[config.mk]
export PLATFORM = sky130hd
export DESIGN_NAME = imm_gen_stage
export DESIGN_NICKNAME = d
export VERILOG_FILES = /design/src/rtl/imm_gen_stage.sv
export SDC_FILE = /design/constraint.sdc
export NUM_CORES = 1
export LEC_CHECK = 0
export BUFFER_PORTS_ARGS = -buffer_cell sky130_fd_sc_hd__buf_2
export CORE_MARGIN = 4
export CORE_UTILIZATION = 60
export CTS_CLUSTER_SIZE = 30
export DETAILED_ROUTE_END_ITERATION = 8
export GPL_TIMING_DRIVEN = 0
export PLACE_DENSITY = 0.86
export SKIP_CTS_REPAIR_TIMING = 1
export SLEW_MARGIN = 20
export SYNTH_ARGS = -nofsm -noshare
export SYNTH_HDL_FRONTEND = slang
export SYNTH_SLANG_ARGS = --single-unit
export TNS_END_PERCENT = 20
[constraint.sdc]
create_clock -name clk -period 4.09 [get_ports clk]
set_input_delay 0 -clock clk [delete_from_list [all_inputs] [get_ports clk]]
set_output_delay 0 -clock clk [all_outputs]
set_load 0.01 [all_outputs]
[src/rtl/imm_gen_stage.sv]
// Registered immediate-generation stage: decodes the RV32I/RV64I immediate
// format of each instruction and hands it downstream through a two-entry skid buffer.
module imm_gen_stage #(
  parameter int XLEN = 32
) (
  input  logic            clk,
  input  logic            rst_n,
  input  logic            flush,
  input  logic            in_valid,
  output logic            in_ready,
  input  logic [31:0]     in_instr,
  input  logic [XLEN-1:0] in_pc,
  output logic            out_valid,
  input  logic            out_ready,
  output logic [31:0]     out_instr,
  output logic [XLEN-1:0] out_pc,
  output logic [XLEN-1:0] out_imm,
  output logic [2:0]      out_fmt,
  output logic            out_illegal
);

  localparam logic [2:0] FMT_NONE = 3'd0;
  localparam logic [2:0] FMT_I    = 3'd1;
  localparam logic [2:0] FMT_S    = 3'd2;
  localparam logic [2:0] FMT_B    = 3'd3;
  localparam logic [2:0] FMT_U    = 3'd4;
  localparam logic [2:0] FMT_J    = 3'd5;
  localparam logic [2:0] FMT_ILL  = 3'd7;

  typedef struct packed {
    logic [31:0]     instr;
    logic [XLEN-1:0] pc;
    logic [XLEN-1:0] imm;
    logic [2:0]      fmt;
    logic            illegal;
  } entry_t;

  // Handshake: a transfer happens on a rising edge where in_valid && in_ready
  // (and no flush); the output drains where out_valid && out_ready. in_ready
  // depends only on the skid valid flop, never on out_ready.

  logic [6:0]      opcode;
  logic [31:0]     imm32;
  logic [XLEN-1:0] imm_ext;
  logic [2:0]      dec_fmt;
  logic            dec_illegal;
  entry_t          dec_entry;

  always_comb begin
    opcode      = in_instr[6:0];
    imm32       = '0;
    dec_fmt     = FMT_NONE;
    dec_illegal = 1'b0;
    if (in_instr[1:0] != 2'b11) begin
      dec_fmt     = FMT_ILL;
      dec_illegal = 1'b1;
    end else begin
      case (opcode)
        7'b0010011, 7'b0000011, 7'b1100111, 7'b0001111, 7'b1110011: begin
          dec_fmt = FMT_I;
          imm32   = {{20{in_instr[31]}}, in_instr[31:20]};
        end
        7'b0100011: begin
          dec_fmt = FMT_S;
          imm32   = {{20{in_instr[31]}}, in_instr[31:25], in_instr[11:7]};
        end
        7'b1100011: begin
          dec_fmt = FMT_B;
          imm32   = {{19{in_instr[31]}}, in_instr[31], in_instr[7],
                     in_instr[30:25], in_instr[11:8], 1'b0};
        end
        7'b0110111, 7'b0010111: begin
          dec_fmt = FMT_U;
          imm32   = {in_instr[31:12], 12'b0};
        end
        7'b1101111: begin
          dec_fmt = FMT_J;
          imm32   = {{11{in_instr[31]}}, in_instr[31], in_instr[19:12],
                     in_instr[20], in_instr[30:21], 1'b0};
        end
        7'b0110011: dec_fmt = FMT_NONE;
        // Word-sized ops only exist on RV64.
        7'b0011011: begin
          if (XLEN == 64) begin
            dec_fmt = FMT_I;
            imm32   = {{20{in_instr[31]}}, in_instr[31:20]};
          end else begin
            dec_fmt     = FMT_ILL;
            dec_illegal = 1'b1;
          end
        end
        7'b0111011: begin
          if (XLEN == 64) begin
            dec_fmt = FMT_NONE;
          end else begin
            dec_fmt     = FMT_ILL;
            dec_illegal = 1'b1;
          end
        end
        default: begin
          dec_fmt     = FMT_ILL;
          dec_illegal = 1'b1;
        end
      endcase
    end
  end

  always_comb begin
    imm_ext        = '0;
    imm_ext[31:0]  = imm32;
    for (int i = 32; i < XLEN; i++) begin
      imm_ext[i] = imm32[31];
    end
  end

  always_comb begin
    dec_entry.instr   = in_instr;
    dec_entry.pc      = in_pc;
    dec_entry.imm     = imm_ext;
    dec_entry.fmt     = dec_fmt;
    dec_entry.illegal = dec_illegal;
  end

  entry_t out_q, out_d, skid_q, skid_d;
  logic   out_valid_q, out_valid_d, skid_valid_q, skid_valid_d;
  logic   accept, out_free;

  assign in_ready = !skid_valid_q;
  assign accept   = in_valid && in_ready && !flush;
  assign out_free = !out_valid_q || out_ready;

  always_comb begin
    out_d        = out_q;
    skid_d       = skid_q;
    out_valid_d  = out_valid_q;
    skid_valid_d = skid_valid_q;
    if (flush) begin
      out_valid_d  = 1'b0;
      skid_valid_d = 1'b0;
    end else if (out_free) begin
      // Skid holds the older entry, so it refills the output first.
      if (skid_valid_q) begin
        out_d        = skid_q;
        out_valid_d  = 1'b1;
        skid_valid_d = 1'b0;
      end else begin
        out_valid_d = accept;
        if (accept) out_d = dec_entry;
      end
    end else if (accept) begin
      skid_d       = dec_entry;
      skid_valid_d = 1'b1;
    end
  end

  always_ff @(posedge clk or negedge rst_n) begin
    if (!rst_n) begin
      out_q        <= '0;
      skid_q       <= '0;
      out_valid_q  <= 1'b0;
      skid_valid_q <= 1'b0;
    end else begin
      out_q        <= out_d;
      skid_q       <= skid_d;
      out_valid_q  <= out_valid_d;
      skid_valid_q <= skid_valid_d;
    end
  end

  assign out_valid   = out_valid_q;
  assign out_instr   = out_q.instr;
  assign out_pc      = out_q.pc;
  assign out_imm     = out_q.imm;
  assign out_fmt     = out_q.fmt;
  assign out_illegal = out_q.illegal;

endmodule

==> flow_metrics.tcl, run 1 <==
set metrics [dict create \
    outcome "finished with violations" \
    violations "hold timing" \
    insertion_delay_ns 0.50 \
    netlist_top_cells_area "dfrtp_1, nand2_1, mux2i_1" \
    cp-end-kind "flip-flop" \
    critPathMaxStageDelay_ns 0.53 \
    power.total_mw 5.43 \
    track_usage_pct 29.2 \
    r2r_setup_slack_ns 1.72 \
    r2r_cells 8 \
    grt_overflow 0 \
    whs_path_depth 4 \
    hp-class "primary input to flip-flop" \
    cts_tree "built" \
    max_freq_ghz 0.423 \
    period_minus_slack_ns 2.37 \
    cap_violations 0 \
    firstDrtPassIters 5 \
    relSlewSlack_pct 46.2 \
    grt_pass1_vias 7839 \
    cts.sinks 202 \
    syn_area_um2 8840 \
    synthDistinctLibCells 40 \
    drive_gt1_share_pct 19.1 \
    power_density_nw_per_um2 477 \
    synth_seq_area_share_pct 57.2 \
    reg2reg_to "skid_q[98]" \
    synthFlopType "dfrtp_1" \
    grt_busiest_layer "met2" \
    yosys_warnings 0 \
    ioPinCount 171 \
    min_from "in_instr[2]" \
    cpMaxStageDelayCell "clkbuf_1" \
    hold_slack_ns -0.0353 \
    wl_um 26000 \
    worstReg2RegStart "skid_valid_q" \
    hold_violations 21 \
    htreeDepth 1 \
    vias 8211 \
    nets 1288 \
    dp_hpwl_um 16700 \
    grt_pass1_wl_um 39300 \
    gr-usage-met2_pct 48.4 \
    post-place-ws_ns 1.84 \
    start_kind "flip-flop" \
    coreArea_um2 14500 \
    numCtsBuffers 21 \
    std_cell_rows 44 \
    dieArea_um2 16700 \
    crit_family "buffers and inverters" \
    slew_violations 0 \
    avgSynthCellArea_um2 9.23 \
    gp_congestion 0.918 \
    yosysMostFrequentCell "nand2_1" \
    viasPerCell 5.80 \
    hold_end "skid_q[70]" \
    final.setup.worst_slack_ns 1.72 \
    p_leak_nw 5.54 \
    cts_root_buf "clkbuf_16" \
    required_ns 4.52 \
    yosysTopAreaCellShare_pct 57.2 \
    die_y_um 129 \
    clockBufferDepth 3 \
    drtAntennaViolNets 0 \
    yosysTopAreaCell "dfrtp_1" \
    rsz0062_at_grt "false" \
    route.detailed.drc 0 \
    path_clk_slew_ns 0.06 \
    met3_usage_pct 5.03 \
    ys_ff_latch 202 \
    path_cells "buf_4 > nor2_1 > nand3_1 > clkbuf_1 > buf_2 > buf_1 > nand2_1 > nand2_1" \
    fin_skew_ns 0.0104 \
    setup_viol 0 \
    grt_max_degree 101 \
    finalCritPeriodShare_pct 57.8 \
    synth_nets 1027 \
    met1_usage_pct 39.7 \
    synthArstFlopShare_pct 100 \
    crit_top_cell "nand2_1" \
    cp.buffers_inverters 4 \
    area.sequential_um2 5050 \
    worstSetupPathType "flip-flop to flip-flop" \
    worstMarginPinSlew_ns 0.808 \
    synth_edf_count 0 \
    crit_fanout 10 \
    dpl.cell_count 1314 \
    synthTopCellsByCount "nand2_1, dfrtp_1, o21ai_0, mux2i_1, a21oi_1" \
    antenna_found_initial 0 \
    multi_input_area_um2 3480 \
    start_util_pct 61.0 \
    layout.cells.non_filler 1416 \
    n_fill_cell 957 \
    port_buffers 170 \
    syn2layout_area_growth_pct 28.8 \
    die_w_um 129 \
    crit_arrival_ns 2.80 \
    drt_iter0_drc 864 \
    utilization_pct 78.6 \
    ir_worst_vdd_mv 0.361 \
    wl_per_cell_um 18.3 \
    synthCells 958 \
]
-- worst max-delay path by stage --
stage / from / endpoint / depth (start not counted)
global route: skid_valid_q / skid_q[98] / 8
detailed placement: skid_valid_q / out_imm[19] / 7
floorplan: out_valid / out_imm[12] / 7
CTS: skid_valid_q / skid_q[98] / 8
global placement: rst_n / out_instr[16] / 1
finish: skid_valid_q / skid_q[98] / 8
-- routing by layer --
layer | part of all wire [%] | routed length, um
met1 | 39 | 10200
met2 | 50 | 13000
met3 | 7.6 | 1980
met4 | 2.8 | 734
met5 | 0 | 0
-- final cells by class --
cell class,instances,share of cell area [%]
Timing Repair Buffer,238,13.8
Inverter,2,0.0659
Antenna cell,1,0.0220
Tap cell,184,2.02
Sequential cell,202,44.4
Multi-Input combinational cell,686,30.6
Clock inverter,7,1.44
Clock buffer,28,5.02
Buffer,68,2.62
-- cell usage in the layout, fill, tap and decap left out, drive strengths merged, types with 2 or more instances in the layout --
master       instances
o21ai              117
o31ai               11
inv                  3
and3b                2
bufinv               5
dfrtp              202
clkbuf              64
a21oi               59
buf                204
nor3                 7
nor2b                2
nand3               25
a32oi                2
a31oi                3
a22oi                5
or3                 14
nand2              317
mux2i               65
nor2                30
a211oi               2
dlygate4sd3         66
and3                12
-- flip-flops by register name, indices dropped and copies added (netlist names) --
signal and flops:
out_instr 32, skid_q 100, out_pc 32, out_valid 1, out_imm 32, out_illegal 1, out_fmt 3, skid_valid_q 1
-- tightest hold or removal path, stage by stage --
cell and delay (ns):
buf_2 0.12, buf_2 0.18, nand2_1 0.07, nand2_1 0.04
-- where the power goes --
group / internal, mW / leakage (nW) / total [mW] / switching [mW]
registers: 2.33 / 2.56 / 2.51 / 0.186
clock network: 1.29 / 0.358 / 2.07 / 0.771
logic: 0.347 / 2.62 / 0.849 / 0.502
total: 3.97 / 5.54 / 5.43 / 1.46
-- cell families (layout without fill, tap and decap cells) --
kind of cell	count (synthesis)	after routing	share of synthesized area, %
buf+inv	70	343	3.45
mux	65	65	7.36
xor+xnor	1	1	0.0991
compound gates	205	205	12.6
simple gates	415	415	19.3
flops	202	202	57.2
other cells	0	1	0
-- through the flow --
step / area, um^2 / setup TNS [ns]
2_1_floorplan: 8840 / 0
3_3_place_gp: 9920 / -55.55
3_5_place_dp: 9980 / 0
4_1_cts: 10700 / 0
5_1_grt: 11400 / 0
6_report: 11400 / 0
No activity file was read; power rests on OpenSTA's default activity.
==> run 2, diff against run 1 <==
--- a/config.mk
+++ b/config.mk
@@ -7,11 +7,11 @@
 export LEC_CHECK = 0
 export BUFFER_PORTS_ARGS = -buffer_cell sky130_fd_sc_hd__buf_2
 export CORE_MARGIN = 4
-export CORE_UTILIZATION = 60
+export CORE_UTILIZATION = 55
 export CTS_CLUSTER_SIZE = 30
 export DETAILED_ROUTE_END_ITERATION = 8
 export GPL_TIMING_DRIVEN = 0
-export PLACE_DENSITY = 0.86
+export PLACE_DENSITY = 0.79
 export SKIP_CTS_REPAIR_TIMING = 1
 export SLEW_MARGIN = 20
 export SYNTH_ARGS = -nofsm -noshare
==> constraint.sdc (replaced) <==
create_clock -name clk -period 2.27 [get_ports clk]
set_input_delay 0 -clock clk [delete_from_list [all_inputs] [get_ports clk]]
set_output_delay 0 -clock clk [all_outputs]
set_load 0.01 [all_outputs]
==> run 2 against run 1 <==
  * The run still ends with hold timing left
  * Routed wire length decreased by 2.8%
  * Final cell count rose by 2.3%
  * Clock skew decreased by 0.00092 ns
  * Worst setup slack got worse by 1.6 ns
  * Sequential share of layout area hardly changed
  * Via count fell by 3.2%
  * Clock power increased by 67%
  * Critical path depth shrank 3
  * Core utilization fell by 6.7 points
  * Cell area hardly changed
==> flow_metrics.tcl, run 2 (synthesis results as in run 1) <==
set metrics [dict create \
    outcome "finished with violations" \
    violations "hold timing" \
    cap_violations 0 \
    dp_hpwl_um 16900 \
    port_buffers 170 \
    hold_slack_ns -0.0434 \
    p_clk_share_pct 36.5 \
    fin_skew_ns 0.00945 \
    worstSetupPathType "flip-flop to output port" \
    largest_reg_flops 100 \
    final_cell_mix "nand2_1, dfrtp_1, buf_2" \
    grt_overflow 0 \
    nets 1289 \
    numCtsBuffers 21 \
    cts_tree "built" \
    fin_setup_tns_ns 0 \
    hp-class "primary input to flip-flop" \
    cts.sinks 202 \
    rsz0062_at_grt "true" \
    seq_power_share_pct 47.6 \
    crit_fanout 10 \
    p_leak_nw 5.54 \
    die_y_um 135 \
    final_area_um2 11400 \
    layout.cells.non_filler 1449 \
    ir_worst_vdd_mv 0.490 \
    setup_viol 0 \
    coreArea_um2 15800 \
    cp-end-kind "output port" \
    slew_violations 0 \
    htreeDepth 1 \
    crit_start "skid_valid_q" \
    utilization_pct 72.0 \
    path_cells "buf_4 > inv_1 > clkbuf_1 > clkbuf_1 > buf_2" \
    wl_um 25200 \
    cpMaxStageDelayCell "clkbuf_1" \
    drtAntennaViolNets 0 \
    min_from "in_instr[3]" \
    viasPerCell 5.49 \
    top_register "skid_q" \
    met3_usage_pct 4.66 \
    gr-usage-met2_pct 43.3 \
    start_kind "flip-flop" \
    vias 7952 \
    hold_violations 4 \
    num_antenna_cells 0 \
    die_w_um 135 \
    route.detailed.drc 0 \
    place_area_um2 10000 \
    switching_share_pct 27.2 \
    grt_busiest_layer "met2" \
    critPathMaxStageDelay_ns 0.45 \
    std_cell_rows 46 \
    crit_arrival_ns 2.19 \
    crit_family "buffers and inverters" \
    wl_per_cell_um 17.4 \
    cp.buffers_inverters 5 \
    post-place-ws_ns 0.0133 \
    grt_pass1_vias 7592 \
    firstDrtPassIters 5 \
    grt_pass1_wl_um 38800 \
    max_freq_ghz 0.457 \
    insertion_delay_ns 0.49 \
    crit_top_cell "clkbuf_1" \
    clockBufferDepth 3 \
    p_sw_mw 2.58 \
    power.total_mw 9.50 \
    start_util_pct 55.8 \
    worstReg2RegStart "skid_valid_q" \
    track_usage_pct 26.6 \
    path_clk_slew_ns 0.06 \
    dieArea_um2 18200 \
    relSlewSlack_pct 41.6 \
    required_ns 2.27 \
    grt_max_degree 97 \
    antenna_found_initial 1 \
    finalCritPeriodShare_pct 96.5 \
    syn2layout_area_growth_pct 28.9 \
    worstMarginPinSlew_ns 0.876 \
    cts_root_buf "clkbuf_16" \
    drive_gt1_share_pct 19.4 \
    met1_usage_pct 37.1 \
    power_density_nw_per_um2 834 \
    drt_iter0_drc 685 \
    gp_congestion 0.890 \
    final.setup.worst_slack_ns 0.0800 \
    pwr-share-comb_pct 15.9 \
    ioPinCount 171 \
    period_minus_slack_ns 2.19 \
    dpl.cell_count 1346 \
    final_common_cell "nand2_1" \
    internal_power_mw 6.91 \
]
run 2: layer usage:
| layer | vias up | routed length, um | part of all wire [%] |
|---|---|---|---|
| li1 | 3755 | - | - |
| met1 | 3843 | 10600 | 42 |
| met2 | 303 | 12300 | 49 |
| met3 | 49 | 1770 | 7.0 |
| met4 | 2 | 581 | 2.3 |
| met5 | - | 8 | 0.032 |
run 2: worst paths after layout:
path,endpoint,depth (start not counted),slack [ns]
max in group asynchronous,out_pc[6],4,0.98
hold reg to reg,skid_q[60],2,0.47
hold / removal,skid_q[71],4,-0.04
min in group asynchronous,out_pc[1],3,0.51
setup reg to reg,out_imm[19],7,0.16
setup / recovery,in_ready,5,0.08
run 2: layout make-up:
cell class / count / area [um^2]
timing repair buffer: 239 / 1590
fill: 1213 / 4440
clock inverter: 5 / 75.1
tap: 216 / 270
multi-input combinational: 686 / 3480
clock buffer: 31 / 613
buffer: 68 / 303
inverter: 2 / 7.51
sequential: 202 / 5050
run 2: power by group through the flow:
stage	sequential (mW)	clock [mW]	combinational [mW]
4_1_cts	4.51	3.50	1.42
6_report	4.52	3.46	1.51
5_1_grt	4.58	3.64	1.70
3_5_place_dp	4.57	0	1.41
3_3_place_gp	4.54	0	1.34
2_1_floorplan	4.63	0	0.654
run 2: tightest hold or removal path, cell delays in order:
cell and delay, ns:
buf_2 0.12, buf_2 0.18, nand2_1 0.07, nand2_1 0.04
==> run 3, diff against run 2 <==
--- a/config.mk
+++ b/config.mk
@@ -6,12 +6,14 @@
 export NUM_CORES = 1
 export LEC_CHECK = 0
 export BUFFER_PORTS_ARGS = -buffer_cell sky130_fd_sc_hd__buf_2
+export CELL_PAD_IN_SITES_DETAIL_PLACEMENT = 0
+export CELL_PAD_IN_SITES_GLOBAL_PLACEMENT = 1
 export CORE_MARGIN = 4
-export CORE_UTILIZATION = 55
+export CORE_UTILIZATION = 42
 export CTS_CLUSTER_SIZE = 30
 export DETAILED_ROUTE_END_ITERATION = 8
 export GPL_TIMING_DRIVEN = 0
-export PLACE_DENSITY = 0.79
+export PLACE_DENSITY_LB_ADDON = 0.1
 export SKIP_CTS_REPAIR_TIMING = 1
 export SLEW_MARGIN = 20
 export SYNTH_ARGS = -nofsm -noshare
==> run 3 against run 2 <==
  * Power increased by 0.84%
  * Clock skew increased by 0.0025 ns
  * Largest power group unchanged
  * The flow now finishes without violations
  * Global-route usage decreased by 5.1 points
  * Critical path depth increased by 2
  * Routed wire length increased by 2.4%
==> flow_metrics.tcl, run 3 (synthesis results as in run 1) <==
set metrics [dict create \
    fin_skew_ns 0.0120 \
    relSlewSlack_pct 42.0 \
    clockBufferDepth 3 \
    syn2layout_area_growth_pct 30.3 \
    path_cells "buf_4 > nor2_2 > nor3_1 > buf_2 > nand2_1 > nor2_4 > a21oi_1" \
    grt_overflow 0 \
    critPathMaxStageDelay_ns 0.36 \
    p_leak_nw 5.56 \
    grt_pass1_wl_um 41200 \
    coreArea_um2 20500 \
    antenna_found_initial 1 \
    fin_setup_tns_ns 0 \
    slew_violations 0 \
    num_antenna_cells 0 \
    worstMarginPinSlew_ns 0.870 \
    crit_fanout 10 \
    multi_input_area_um2 3490 \
    period_minus_slack_ns 2.13 \
    final_cell_mix "nand2_1, dfrtp_1, buf_2" \
    hp-class "primary input to asynchronous set/reset pin" \
    n_fill_cell 1936 \
    die_w_um 153 \
    worstReg2RegStart "skid_valid_q" \
    cts_root_buf "clkbuf_16" \
    setup_viol 0 \
    place_area_um2 10100 \
    cap_violations 0 \
    reg2reg_to "out_imm[15]" \
    route.detailed.drc 0 \
    final_common_cell "nand2_1" \
    r2r_cells 7 \
    cts_tree "built" \
    start_kind "flip-flop" \
    ir_worst_vdd_mv 0.596 \
    wl_um 25800 \
    largest_reg_flops 100 \
    start_util_pct 43.1 \
    drtAntennaViolNets 0 \
    dp_hpwl_um 17800 \
    layout.cells.non_filler 1508 \
    gp_congestion 0.804 \
    worstSetupPathType "flip-flop to flip-flop" \
    grt_pass1_vias 7431 \
    final_area_um2 11500 \
    wl_per_cell_um 17.1 \
    cpMaxStageDelayCell "nor2_4" \
    vias 7712 \
    hold_slack_ns 0.0128 \
    finalCritPeriodShare_pct 93.9 \
    path_clk_slew_ns 0.06 \
    dieArea_um2 23400 \
    die_y_um 153 \
    drive_gt1_share_pct 19.8 \
    htreeDepth 1 \
    power_density_nw_per_um2 832 \
    ioPinCount 171 \
    crit_family "simple AND/OR/NAND/NOR gates" \
    nets 1291 \
    firstDrtPassIters 4 \
    required_ns 2.64 \
    dpl.cell_count 1400 \
    outcome "finished, final reports clean" \
    cp-end-kind "flip-flop" \
    area.sequential_um2 5050 \
    crit_arrival_ns 2.50 \
    cp.buffers_inverters 2 \
    viasPerCell 5.11 \
    rsz0062_at_grt "true" \
    std_cell_rows 52 \
    cts.sinks 202 \
    grt_max_degree 73 \
    numCtsBuffers 23 \
    port_buffers 170 \
    r2r_setup_slack_ns 0.14 \
    drt_iter0_drc 379 \
    max_freq_ghz 0.469 \
    hold_violations 0 \
    track_usage_pct 21.5 \
    top_register "skid_q" \
    insertion_delay_ns 0.50 \
]
## run 3: changes by cell type in the layout (fill, tap and decap cells not counted), sizes merged
cell         change
dlygate4sd3      +1
clkinv           +1
clkinvlp         +1
bufinv           -2
buf              -1
clkbuf           +5
## run 3: report_power, final
group / switching, mW / internal (mW)
Clock: 1.46 / 2.12
Combinational: 0.860 / 0.627
Sequential: 0.306 / 4.20
Total: 2.63 / 6.94
## run 3: per-layer routing
metal	wire length (um)	share of wire, %	GRT usage [%]	vias to the layer above
li1	-	-	-	3750
met4	601	2.3	4.67	2
met1	11900	46	31.4	3702
met5	12	0.046	0	-
met2	11800	46	33.2	217
met3	1430	5.5	4.47	41
## run 3: layout make-up
cell class / count / area share (%)
multi-input combinational: 686 / 30.3
buffer: 67 / 2.61
inverter: 2 / 0.0652
tap: 270 / 2.93
sequential: 202 / 43.9
timing repair buffer: 240 / 13.9
clock inverter: 5 / 0.239
clock buffer: 36 / 6.12
## run 3: worst max-delay path by stage
stage               slack, ns          from  cells after the start             to
floorplan                0.55     out_valid                      7    out_imm[12]
global placement        -2.44         rst_n                      1  out_instr[17]
detailed placement      -0.17  skid_valid_q                      7    out_imm[14]
CTS                     -0.17  skid_valid_q                      7    out_imm[14]
global route            -0.01  skid_valid_q                      7    out_imm[30]
finish                   0.14  skid_valid_q                      7    out_imm[15]
## run 3: metrics by stage
step	utilization [%]	setup WS, ns	power [mW]
after global routing	56.2	-0.0102	10.1
after CTS	52.8	-0.168	9.60
after floorplan	-	0.549	5.28
after global placement	48.9	-2.44	5.92
final	56.2	0.139	9.57
after detailed placement	49.2	-0.172	5.98
## run 3: worst reg2reg max path, delay by kind of cell (launching register included)
family / cells / cell delay [ns]
buf+inv: 2 / 0.51
flops: 1 / 0.32
compound gates: 1 / 0.11
simple gates: 4 / 1.04
